**src/rtl/tmds_decoder.sv**
```systemverilog
// rtl/tmds_decoder.sv - TMDS receive channel: control-token symbol alignment and 10b->8b decode
//
// Purpose: hunts the raw deserialized stream for control tokens at each of the
// ten possible bit offsets, locks onto the offset that repeatedly carries
// tokens, and decodes aligned symbols into video bytes or 2-bit control values.
// One instance per channel; on the blue channel control_out carries {vs,hs}.
//
// Parameters:
//   LOCK_COUNT    consecutive aligned tokens needed to declare lock (>=1)
//   UNLOCK_COUNT  consecutive tokens at a foreign offset before lock is dropped (>=1)
//
// Ports:
//   clk_in         pixel clock
//   rst_n_in       synchronous reset, active-low
//   valid_in       data_in holds a new raw word this cycle
//   data_in        raw 10-bit word, bit 0 received first
//   valid_out      decoded outputs updated this cycle (valid_in delayed by one)
//   data_out       decoded video byte
//   control_out    decoded control bits
//   ve_out         1 = video data symbol, 0 = control token
//   locked_out     alignment locked
//   offset_out     current symbol offset, 0-9
//   err_count_out  alignment error count
//
// Optional feature macro: TMDS_DEC_ERR_CNT_EN
//   defined   - err_count_out counts lock losses and failed verifications (saturating)
//   undefined - err_count_out is tied to zero

module tmds_decoder #(
    parameter int LOCK_COUNT   = 8,
    parameter int UNLOCK_COUNT = 4
) (
    input  logic        clk_in,
    input  logic        rst_n_in,
    input  logic        valid_in,
    input  logic [9:0]  data_in,
    output logic        valid_out,
    output logic [7:0]  data_out,
    output logic [1:0]  control_out,
    output logic        ve_out,
    output logic        locked_out,
    output logic [3:0]  offset_out,
    output logic [15:0] err_count_out
);

    localparam int HW = $clog2(LOCK_COUNT + 1);
    localparam int MW = $clog2(UNLOCK_COUNT + 1);

    typedef enum logic [1:0] {
        SEARCH = 2'd0,
        VERIFY = 2'd1,
        LOCKED = 2'd2
    } state_t;

    state_t          state;
    logic [9:0]      prev_word;
    logic [HW-1:0]   hit_cnt;
    logic [MW-1:0]   miss_cnt;

    // Returns {is_token, value}
    function automatic logic [2:0] token_lookup(input logic [9:0] c);
        case (c)
            10'b1101010100: token_lookup = 3'b100;
            10'b0010101011: token_lookup = 3'b101;
            10'b0101010100: token_lookup = 3'b110;
            10'b1010101011: token_lookup = 3'b111;
            default:        token_lookup = 3'b000;
        endcase
    endfunction

    logic [19:0]   win;
    logic [2:0]    lk [10];
    logic          any_hit;
    logic [3:0]    first_k;
    logic [9:0]    w;
    logic [2:0]    w_lk;
    logic [7:0]    d_unx;
    logic [7:0]    dec;
    logic          hit_last;
    logic [HW-1:0] hit_inc;
    logic          miss_last;
    logic [MW-1:0] miss_inc;

    always_comb begin
        win     = {data_in, prev_word};
        any_hit = 1'b0;
        first_k = 4'd0;
        w       = win[9:0];
        // Scan downwards so the lowest hitting offset is the one left standing
        for (int k = 9; k >= 0; k--) begin
            lk[k] = token_lookup(win[k +: 10]);
            if (lk[k][2]) begin
                any_hit = 1'b1;
                first_k = 4'(k);
            end
        end
        for (int k = 0; k < 10; k++) begin
            if (offset_out == 4'(k)) begin
                w = win[k +: 10];
            end
        end
        w_lk = token_lookup(w);

        // Undo the optional inversion (bit 9), then the XOR/XNOR chain (bit 8)
        d_unx  = w[9] ? ~w[7:0] : w[7:0];
        dec[0] = d_unx[0];
        for (int i = 1; i < 8; i++) begin
            dec[i] = w[8] ? (d_unx[i] ^ d_unx[i-1]) : ~(d_unx[i] ^ d_unx[i-1]);
        end

        hit_last  = (hit_cnt >= HW'(LOCK_COUNT - 1));
        hit_inc   = hit_last ? HW'(LOCK_COUNT) : hit_cnt + HW'(1);
        miss_last = (miss_cnt >= MW'(UNLOCK_COUNT - 1));
        miss_inc  = miss_last ? MW'(UNLOCK_COUNT) : miss_cnt + MW'(1);
    end

    always_ff @(posedge clk_in) begin
        if (!rst_n_in) begin
            state       <= SEARCH;
            prev_word   <= '0;
            hit_cnt     <= '0;
            miss_cnt    <= '0;
            valid_out   <= 1'b0;
            data_out    <= '0;
            control_out <= '0;
            ve_out      <= 1'b0;
            locked_out  <= 1'b0;
            offset_out  <= '0;
        end else begin
            valid_out <= valid_in;
            if (valid_in) begin
                prev_word <= data_in;

                // Decode is gated on the state before this word's transition
                if (state == LOCKED && w_lk[2]) begin
                    data_out    <= '0;
                    control_out <= w_lk[1:0];
                    ve_out      <= 1'b0;
                end else if (state == LOCKED) begin
                    data_out    <= dec;
                    control_out <= '0;
                    ve_out      <= 1'b1;
                end else begin
                    data_out    <= '0;
                    control_out <= '0;
                    ve_out      <= 1'b0;
                end

                case (state)
                    SEARCH: begin
                        if (any_hit) begin
                            offset_out <= first_k;
                            hit_cnt    <= HW'(1);
                            if (LOCK_COUNT == 1) begin
                                state      <= LOCKED;
                                locked_out <= 1'b1;
                                miss_cnt   <= '0;
                            end else begin
                                state <= VERIFY;
                            end
                        end
                    end
                    VERIFY: begin
                        if (w_lk[2]) begin
                            hit_cnt <= hit_inc;
                            if (hit_last) begin
                                state      <= LOCKED;
                                locked_out <= 1'b1;
                                miss_cnt   <= '0;
                            end
                        end else begin
                            state   <= SEARCH;
                            hit_cnt <= '0;
                        end
                    end
                    LOCKED: begin
                        if (w_lk[2]) begin
                            miss_cnt <= '0;
                        end else if (any_hit) begin
                            // Tokens keep arriving, but not where we locked
                            if (miss_last) begin
                                state      <= SEARCH;
                                locked_out <= 1'b0;
                                miss_cnt   <= '0;
                                hit_cnt    <= '0;
                            end else begin
                                miss_cnt <= miss_inc;
                            end
                        end
                    end
                    default: begin
                        state      <= SEARCH;
                        locked_out <= 1'b0;
                    end
                endcase
            end
        end
    end

`ifdef TMDS_DEC_ERR_CNT_EN
    logic lock_lost;

    assign lock_lost = valid_in && !w_lk[2] &&
                       ((state == VERIFY) || (state == LOCKED && any_hit && miss_last));

    always_ff @(posedge clk_in) begin
        if (!rst_n_in) begin
            err_count_out <= '0;
        end else if (lock_lost && err_count_out != 16'hFFFF) begin
            err_count_out <= err_count_out + 16'd1;
        end
    end
`else
    assign err_count_out = '0;
`endif

endmodule
```
**config.mk**
```make
export PLATFORM = sky130hd
export DESIGN_NAME = tmds_decoder
export DESIGN_NICKNAME = d
export VERILOG_FILES = /design/src/rtl/tmds_decoder.sv
export SDC_FILE = /design/constraint.sdc
export NUM_CORES = 1
export LEC_CHECK = 0
export CORE_MARGIN = 4
export CORE_UTILIZATION = 50
export CTS_BUF_LIST = sky130_fd_sc_hd__clkbuf_8
export CTS_CLUSTER_SIZE = 24
export DETAILED_ROUTE_END_ITERATION = 12
export HOLD_SLACK_MARGIN = 0.1
export PLACE_DENSITY = 0.69
export SYNTH_ARGS = -nofsm -noshare
export SYNTH_HDL_FRONTEND = slang
export SYNTH_SLANG_ARGS = --single-unit
```
**constraint.sdc**
```tcl
create_clock -name clk_in -period 6.5 [get_ports clk_in]
set_clock_uncertainty 0.1 [all_clocks]
set_input_delay 1.3 -clock clk_in [delete_from_list [all_inputs] [get_ports clk_in]]
set_output_delay 1.3 -clock clk_in [all_outputs]
set_load 0.01 [all_outputs]
```
=== Word-level counts from Yosys, hierarchy flattened ===
Index checks and enable logic that the tools add are counted.

* $add $sub $neg: 2
* Multipliers: 0
* Divide/modulo/power cells: 0
* $lt $le $gt $ge: 2
* Equality and inequality tests: 63
* Shift-type cells: 0
* Multiplexer cells: 79
* Bitwise operators: 16
* Reductions and logical operators: 9

{| class="wikitable"
|+ Operator list
! operator !! count
|-
| $eq 10x10->1 const B || 22
|-
| $pmux 3 s4 || 11
|-
| $eq 10x8->1 const B || 11
|-
| $eq 10x9->1 const B || 11
|-
| $mux 10 || 9
|-
| $mux 4 || 16
|-
| $mux 1 || 24
|-
| $mux 8 || 3
|-
| $eq 4x3->1 const B || 4
|-
| $mux 3 || 5
|-
| $mux 2 || 7
|-
| $ne 2x2->1 const B || 6
|-
| $pmux 4 s3 || 1
|-
| $reduce_and 6->1 || 2
|-
| $eq 4x2->1 const B || 2
|-
| $eq 4x4->1 const B || 2
|-
| $not 1->1 || 8
|-
| $not 8->8 || 1
|-
| $reduce_and 7->1 || 1
|-
| $xor 1x1->1 || 7
|-
| $ne 3x3->1 const B || 2
|-
| $pmux 2 s3 || 1
|-
| $pmux 3 s2 || 1
|-
| $reduce_and 5->1 || 1
|-
| other kinds (13) || 13
|}

* Flip-flop bits (word level): 36
* Bits in latches: 0
* Memory bits (writable): 0
* Bits in read-only memories: 0
* Input port bits: 13
* Output and inout port bits: 33
* Word-level logic and storage cells: 181
* Memories kept: 0

=== Logic depth before layout (Yosys ltp) ===
Gate-level depths: netlist of the first run.

* Depth in word-level cells: 17
* Mapped depth: 21
* Mapped depth without buffers: 17

=== Worst setup path before layout of the first run ===
OpenSTA, ideal clock, no wires.

* Path kind: input -> register
* Start point: input port data_in[1]
* End point: register hit_cnt[1]
* Setup time: 0.075 ns
* Arrival time: 4.000 ns
* Required time: 6.325 ns
* Setup slack: 2.325 ns
* Cell stages on the path: 15
* Path buffers: 1
* Cells stage by stage: clkbuf_1 -> nand2_1 -> a21oi_1 -> o221ai_1 -> a21oi_1 -> ha_1 -> and3_1 -> o221ai_1 -> a221oi_1 -> o21a_1 -> o211ai_1 -> o21ai_1 -> nand3_1 -> or3_1 -> o22ai_1

* Longest elaborated chain between the ends: 14
* Elaborated cells between the ends (all ways): 69
* Classes of those cells: 39 x eq/ne; 29 x mux; 1 x reduce/logical

{| class="wikitable"
|+ RTL lines
! item !! RTL line !! source
|-
| start, declared || 36 || <nowiki>input logic [9:0] data_in,</nowiki>
|-
| $eq 10x10->1, or another cell as far along || 62 || <nowiki>case (c)</nowiki>
|-
| $pmux 3 s4 || 62 ||
|-
| $mux 1 (10 in series) || 92 || <nowiki>if (lk[k][2]) begin</nowiki>
|-
| $ne 2x2->1 (no source line) || n/a ||
|-
| $reduce_and 6->1 (no source line) || n/a ||
|-
| end signal, assigned || 165 || <nowiki>hit_cnt <= hit_inc;</nowiki>
|-
| end, declared || 57 || <nowiki>logic [HW-1:0] hit_cnt;</nowiki>
|}

Several ways; a longest one is shown, not always the timed one.
A chain may end at the register's enable or synchronous reset.

=== Worst setup path in the final report of the first run ===
* Start point: input port data_in[0]
* End point: register data_out[0]

* Longest elaborated chain between the ends: 13
* Elaborated cells between the ends (all ways): 18
* Classes of those cells: 4 x eq/ne; 13 x mux; 1 x reduce/logical

{| class="wikitable"
|+ RTL lines
! item !! RTL line !! source
|-
| $mux 10 (8 in series) || 98 || <nowiki>if (offset_out == 4'(k)) begin</nowiki>
|-
| $mux 10 (*) || 98 ||
|-
| $eq 10x10->1, or another cell as far along || 62 ||
|-
| $pmux 3 s4 || 62 ||
|-
| $logic_and 1x1->1 || 135 || <nowiki>if (state == LOCKED && w_lk[2]) begin</nowiki>
|-
| $mux 8 (*) || 135 ||
|-
| end signal, assigned || 136 || <nowiki>data_out <= '0;</nowiki>
|-
| end signal, assigned || 140 || <nowiki>data_out <= dec;</nowiki>
|-
| end signal, assigned || 144 || <nowiki>data_out <= '0;</nowiki>
|-
| end, declared || 38 || <nowiki>output logic [7:0] data_out,</nowiki>
|}

Mark *: on every way between the ends. The rest lies on a longest branch, timed or not.

==> results of run 1 <==
[path summary, 6_finish.rpt]
check           startpoint          end  slack, ps  cells past startpoint
max             data_in[0]  data_out[0]       1420                     15
min            miss_cnt[2]  miss_cnt[2]        370                      2
max reg2reg  offset_out[2]  data_out[0]       1780                     16
min reg2reg    miss_cnt[2]  miss_cnt[2]        370                      2
[Yosys cell counts (12+ instances only)]
| cell | n |
|---|---|
| sky130_fd_sc_hd__a21oi_1 | 35 |
| sky130_fd_sc_hd__buf_2 | 19 |
| sky130_fd_sc_hd__buf_4 | 16 |
| sky130_fd_sc_hd__clkbuf_1 | 21 |
| sky130_fd_sc_hd__dfxtp_1 | 36 |
| sky130_fd_sc_hd__ha_1 | 14 |
| sky130_fd_sc_hd__inv_1 | 22 |
| sky130_fd_sc_hd__mux2i_1 | 23 |
| sky130_fd_sc_hd__nand2_1 | 34 |
| sky130_fd_sc_hd__nand3_1 | 14 |
| sky130_fd_sc_hd__nor2_1 | 30 |
| sky130_fd_sc_hd__nor2b_1 | 12 |
| sky130_fd_sc_hd__o21ai_0 | 16 |
[cells in the final DEF, fill, tap and decap left out, drive strengths merged, types with 4 or more instances in the layout]
cell type,synthesis,routed
a211oi,7,7
a21o,6,6
a21oi,35,35
a31oi,5,5
and2,10,10
buf,39,5
clkbuf,21,5
clkdlybuf4s50,0,29
conb,1,16
dfxtp,36,36
ha,14,14
inv,22,24
mux2i,23,23
nand2,34,34
nand2b,10,10
nand3,14,14
nor2,30,30
nor2b,12,12
nor3,7,7
nor3b,4,4
nor4,6,6
o211ai,9,9
o21ai,19,19
o221ai,11,11
o22ai,9,9
o2bb2ai,11,11
or3b,4,4
or4,4,4
xnor2,8,8
[layout make-up]
type / instances / area (sq um) / share of cell area
inverter: 23 / 86.33 / 0.02233
clock buffer: 5 / 68.82 / 0.01780
multi-input combinational: 371 / 2526 / 0.6534
sequential: 36 / 720.7 / 0.1864
tap: 96 / 120.1 / 0.03107
timing repair buffer: 34 / 327.8 / 0.08479
clock inverter: 3 / 16.27 / 0.004207
[worst max-delay path, stage by stage]
cell and delay, ps:
sky130_fd_sc_hd__clkdlybuf4s50_1 810, sky130_fd_sc_hd__o221ai_1 200, sky130_fd_sc_hd__a21oi_1 160, sky130_fd_sc_hd__o221ai_1 130, sky130_fd_sc_hd__a21oi_1 320, sky130_fd_sc_hd__ha_1 200, sky130_fd_sc_hd__and3_1 160, sky130_fd_sc_hd__o221ai_1 110
sky130_fd_sc_hd__a221oi_1 220, sky130_fd_sc_hd__o21a_1 160, sky130_fd_sc_hd__o211ai_1 190, sky130_fd_sc_hd__o21ai_1 520, sky130_fd_sc_hd__or2_1 370, sky130_fd_sc_hd__o22ai_1 130, sky130_fd_sc_hd__and2_1 180
[power by group through the flow]
stage	combinational (W)	sequential, W	clock, W
floorplan	0.0000917	0.000234	0
global placement	0.000101	0.000246	0
detailed placement	0.000101	0.000246	0
CTS	0.000102	0.000241	0.000163
global route	0.000114	0.000242	0.000171
finish	0.000103	0.000241	0.000163
[per-stage QoR]
stage | hold slack [ps] | cells
4_1_cts | 369.8 | 568
3_3_place_gp | 347.0 | 560
2_1_floorplan | 335.7 | 490
6_report | 368.6 | 568
5_1_grt | 399.3 | 568
3_5_place_dp | 358.7 | 560
[registers in the layout, summed over array words and instances, names as in the netlist]
signal / cells
data_out: 8
state: 2
miss_cnt: 3
control_out: 2
ve_out: 1
locked_out: 1
valid_out: 1
prev_word: 10
offset_out: 4
hit_cnt: 4
[logic make-up (layout without fill, tap and decap cells)]
family,count (synthesis),after routing,share of synthesized area
buffers and inverters,83,65,0.1121
adders and majority gates,14,14,0.04875
and+or+nand+nor,158,158,0.2420
xor gates and xnor gates,11,11,0.02681
DFF,36,36,0.2006
AOI/OAI and AO/OA,147,147,0.2984
other,1,16,0.001044
muxes,25,25,0.07033
[routing by layer]
metal,track usage,vias up,share of wire
met1,0.3034,1659,0.44
met3,0.05524,32,0.083
met5,0,-,0
met2,0.3701,180,0.45
met4,0.08303,0,0.022
li1,-,1703,-
==> metrics.log, run 1 <==
INFO  metric finish.instance_area = 0.003866 sq mm
INFO  metric clock_tree_from_tritoncts = done
INFO  metric combPwrFrac = 0.203
INFO  metric layout-drive-gt1-share = 0.05932
INFO  metric post-layout-total-power = between 0.0005 and 0.0006 W
INFO  metric drc = 0
INFO  metric report.final.hold_viol_count = 0
INFO  metric synth-edff-count = 0
INFO  metric grt_max_degree = 31
INFO  metric synth_top_cells_by_area = sky130_fd_sc_hd__dfxtp_1 (20%), sky130_fd_sc_hd__mux2i_1 (6.4%), sky130_fd_sc_hd__a21oi_1 (4.9%)
INFO  metric clk_transition_reported_paths = around 80 ps
INFO  metric core = 0.006869 sq mm
INFO  metric synth_cell_types = 77
INFO  metric insertion_delay = approximately 300 ps
INFO  metric cts-htree-levels = 2
INFO  metric cts_root_buffer = sky130_fd_sc_hd__clkbuf_8
INFO  metric post-cts-setup-buffer-count = 0
INFO  metric layout.core_utilization = 0.5628
INFO  metric diodes = 0
INFO  metric grt_first_pass_wirelength = ~17000 microns
INFO  metric floorplan.initialDensity = 0.5231
INFO  metric port_buffer_count = 29
INFO  metric max_freq = 196.7 MHz
INFO  metric critical_path_arrival = between 5000 and 6000 ps
INFO  metric tightest_slew = about 960 ps
INFO  metric cts_buffers = 5
INFO  metric initialDrtViolationCount = ~270
INFO  metric endpoint_kind = register
INFO  metric placement_rows = 30
INFO  metric power_per_cell_area = around 130 mW/mm^2
INFO  metric p_leak = approximately 1.4 nW
INFO  metric final_min_period_over_clock_period = 0.7822
INFO  metric postSynth.asyncResetShare = 0
INFO  metric setup.worst_path.start_class = input pin
INFO  metric worst_hold_path_type = reg -> reg
INFO  metric area_fraction_of_the_dominant_cell_type_after_synthesis = 0.2006
INFO  metric internal_power = 0.0003426 W
INFO  metric mappedNetlistArea = approximately 0.0036 sq mm
INFO  metric nets = roughly 500
INFO  metric final.setup.tns = 0 ps
INFO  metric setup_viol_count_final = 0
INFO  metric clkSinkCount = 36
INFO  metric crit_required = approximately 6600 ps
INFO  metric p_sw = 0.0001645 W
INFO  metric post_syn_instances = approximately 480
INFO  metric gpl.final_weighted_congestion = roughly 1
INFO  metric cts-resized-gates = 0
INFO  metric yosysSeqAreaShare = 0.2006
INFO  metric grtUsageTotal = 0.2318
INFO  metric flow.area_growth_from_synthesis = 7.591%
INFO  metric ys.flop_type = sky130_fd_sc_hd__dfxtp_1
INFO  metric wl_per_cell = between 15 and 20 microns
INFO  metric postPlaceCellArea = between 0.003 and 0.004 sq mm
INFO  metric place_hpwl = just over 7000 microns
INFO  metric dpl_worst_slack = between 1000 and 1500 ps
INFO  metric final-max-slew-violation-count = 0
INFO  metric die-width = between 90 and 100 microns
INFO  metric max_cap_violations = 0
INFO  metric min_period = slightly above 5000 ps
INFO  metric first_pass_iters = 5
INFO  metric vias = approximately 3600
INFO  metric path_class = in -> reg
INFO  metric yosysWarnings = 0
INFO  metric worstPathMaxFanout = 16
INFO  metric via_count_of_the_first_global_routing_pass = between 3000 and 4000
INFO  metric synth-seq-cells = 36
INFO  metric antenna_found_initial = 0
INFO  metric global_route.overflow_total = 0
INFO  metric power_switching_share = 0.3245
INFO  metric holdBufCountCts = 0
INFO  metric vias_per_cell = between 6 and 7
INFO  metric floorplan.die.height = 92.78 microns
INFO  metric detail_route.wirelength = 9935 microns
INFO  metric slew-limit-headroom = 0.3619
INFO  metric synth_area_per_cell = 7.565 sq um
INFO  metric peak_vdd_ir = 139.1 uV
INFO  metric design.portCount = 46
INFO  metric clock_tree.buffer_depth = 2
INFO  metric rsz0062_at_grt = false
INFO  metric status = finished clean
INFO  metric seqPwrFrac = 0.476
INFO  metric synth_area_leader_cell = sky130_fd_sc_hd__dfxtp_1
INFO  metric floorplan.die_area = 0.008607 sq mm
INFO  metric drt.antenna.violating_nets = 0
INFO  metric setup_ws = approximately 1400 ps
INFO  metric n_fill_cell = 672
INFO  metric clock_power_share = 0.321
No activity file was read; power rests on OpenSTA's default activity.
==> inputs of run 2 (changes only) <==
- PLACE_DENSITY: 0.69 -> 0.72
- clock period: 6.5 -> 4.4 ns (I/O delays scaled with it)
==> run 2 against run 1 <==
  * Clock power increased by 55%
  * Final cell count increased by 4.2%
  * Worst hold slack about the same
  * Largest power group unchanged
  * Largest cell class unchanged
==> metrics.log, run 2 (synthesis gave the netlist of run 1 again) <==
INFO  metric grt_max_degree = 30
INFO  metric vias_per_cell = 6.262
INFO  metric placement_rows = 30
INFO  metric clock_tree_from_tritoncts = done
INFO  metric largest-register = prev_word
INFO  metric power_per_cell_area = 190.9 mW/mm^2
INFO  metric clk_transition_reported_paths = 80 ps
INFO  metric critical_path_arrival = 4160 ps
INFO  metric path_class = reg -> reg
INFO  metric flow.area_growth_from_synthesis = 13.02%
INFO  metric port_buffer_count = 29
INFO  metric floorplan.die.height = slightly above 90 microns
INFO  metric post-place-cells = ~580
INFO  metric antenna_found_initial = 0
INFO  metric initialDrtViolationCount = 431
INFO  metric gpl.final_weighted_congestion = ~0.99
INFO  metric via_count_of_the_first_global_routing_pass = approximately 3400
INFO  metric setup_ws = between 300 and 400 ps
INFO  metric diodes = 0
INFO  metric drt.antenna.violating_nets = 0
INFO  metric final_common_cell = sky130_fd_sc_hd__dfxtp_1
INFO  metric vias = around 3700
INFO  metric setup.worst_path.start_class = register
INFO  metric status = finished clean
INFO  metric largest_register_ffs = 10
INFO  metric core = ~0.007 sq mm
INFO  metric dpl_worst_slack = ~120 ps
INFO  metric slew-limit-headroom = 0.4531
INFO  metric cts_root_buffer = sky130_fd_sc_hd__clkbuf_8
INFO  metric setup_viol_count_final = 0
INFO  metric wl_per_cell = 17.50 microns
INFO  metric drc = 0
INFO  metric report.final.hold_viol_count = 0
INFO  metric floorplan.initialDensity = 0.5231
INFO  metric peak_vdd_ir = approximately 150 uV
INFO  metric first_pass_iters = 5
INFO  metric max_cap_violations = 0
INFO  metric grt_first_pass_wirelength = roughly 17000 microns
INFO  metric detail_route.wirelength = between 10000 and 15000 microns
INFO  metric p_leak = ~1.6 nW
INFO  metric nets = approximately 520
INFO  metric final_cell_mix = sky130_fd_sc_hd__dfxtp_1 (36), sky130_fd_sc_hd__a21oi_1 (35), sky130_fd_sc_hd__nand2_1 (34)
INFO  metric worst_hold_path_type = reg -> reg
INFO  metric tightest_slew = 817.7 ps
INFO  metric max_freq = 245.8 MHz
INFO  metric final-max-slew-violation-count = 0
INFO  metric die-width = about 90 microns
INFO  metric floorplan.die_area = 0.008607 sq mm
INFO  metric insertion_delay = 290 ps
INFO  metric final_min_period_over_clock_period = 0.9246
INFO  metric global_route.overflow_total = 0
INFO  metric min_period = 4068 ps
INFO  metric place_hpwl = between 7000 and 8000 microns
INFO  metric rsz0062_at_grt = false
INFO  metric clock_tree.buffer_depth = 2
INFO  metric design.portCount = 46
INFO  metric final.setup.tns = 0 ps
INFO  metric cts-htree-levels = 2
INFO  metric clkSinkCount = 36
INFO  metric crit_required = ~4500 ps
INFO  metric cts_buffers = 5
INFO  metric biggest_regs = prev_word x10, data_out x8
INFO  metric layout.cells.non_filler = 592
INFO  metric worstPathMaxFanout = 29
INFO  metric timing.hold.ws = 368.9 ps
INFO  metric endpoint_kind = register
INFO  metric grtUsageTotal = 0.2416
INFO  metric layout-drive-gt1-share = 0.1109
[run 2: area by class of cell]
type                            instances  area [sq um]
Tap cell                               96         120.1
Timing Repair Buffer                   58         508.0
Clock buffer                            6         82.58
Multi-Input combinational cell        371          2532
Clock inverter                          2         11.26
Sequential cell                        36         720.7
Inverter                               23         86.33
Fill cell                             643          2808
[run 2: what timing repair did]
| action | in CTS | in global routing |
|---|---|---|
| endpoints found under the setup margin | 0 | 10 |
| setup buffers | 0 | 0 |
| resized for setup | 0 | 2 |
| hold buffers | 0 | 0 |
[run 2: critical path: stages, from the launching register on]
cell and delay, ps:
sky130_fd_sc_hd__dfxtp_1 490, sky130_fd_sc_hd__buf_4 340, sky130_fd_sc_hd__nand2_1 180, sky130_fd_sc_hd__nor2_1 330, sky130_fd_sc_hd__a21oi_1 120, sky130_fd_sc_hd__a22oi_1 350
sky130_fd_sc_hd__inv_1 90, sky130_fd_sc_hd__ha_1 210, sky130_fd_sc_hd__and3_1 150, sky130_fd_sc_hd__o221ai_1 70, sky130_fd_sc_hd__a221oi_1 80, sky130_fd_sc_hd__o21a_1 130
sky130_fd_sc_hd__o211ai_1 260, sky130_fd_sc_hd__buf_4 180, sky130_fd_sc_hd__o211ai_4 90, sky130_fd_sc_hd__a211oi_2 420, sky130_fd_sc_hd__o221ai_1 210, sky130_fd_sc_hd__o211a_1 160
[run 2: power by group]
part / internal, W / leakage (nW) / total [W] / switching (W)
Sequential: 0.000333 / 0.292 / 0.000350 / 0.0000169
Clock: 0.000125 / 0.0486 / 0.000252 / 0.000127
Combinational: 0.0000742 / 1.21 / 0.000173 / 0.0000993
[run 2: worst paths after layout]
kind | from | cells after the start | to | slack, ps
setup / recovery | offset_out[1] | 17 | hit_cnt[0] | 330
hold / removal | miss_cnt[2] | 2 | miss_cnt[2] | 370
setup reg to reg | offset_out[1] | 17 | hit_cnt[0] | 330
hold reg to reg | miss_cnt[2] | 2 | miss_cnt[2] | 370
[run 2: layer usage]
layer	vias up	global-route usage	share of wire
met1	1730	0.3218	0.43
met2	198	0.3905	0.46
li1	1751	-	-
met4	0	0.08059	0.028
met5	-	0	0
met3	28	0.04549	0.082
[run 2: metrics by stage]
stage,power [W],area (sq um),utilization
floorplan,0.0004810,3650,-
global placement,0.0005248,3961,0.5767
detailed placement,0.0005260,3961,0.5767
CTS,0.0007750,4055,0.5903
global route,0.0008145,4061,0.5913
finish,0.0007751,4061,0.5913
==> inputs of run 3 (changes only) <==
- ABC_CLOCK_PERIOD_IN_PS: unset -> 4400
==> results of run 3 <==
The final DEF is identical to that of run 2; final timing and power are the same.
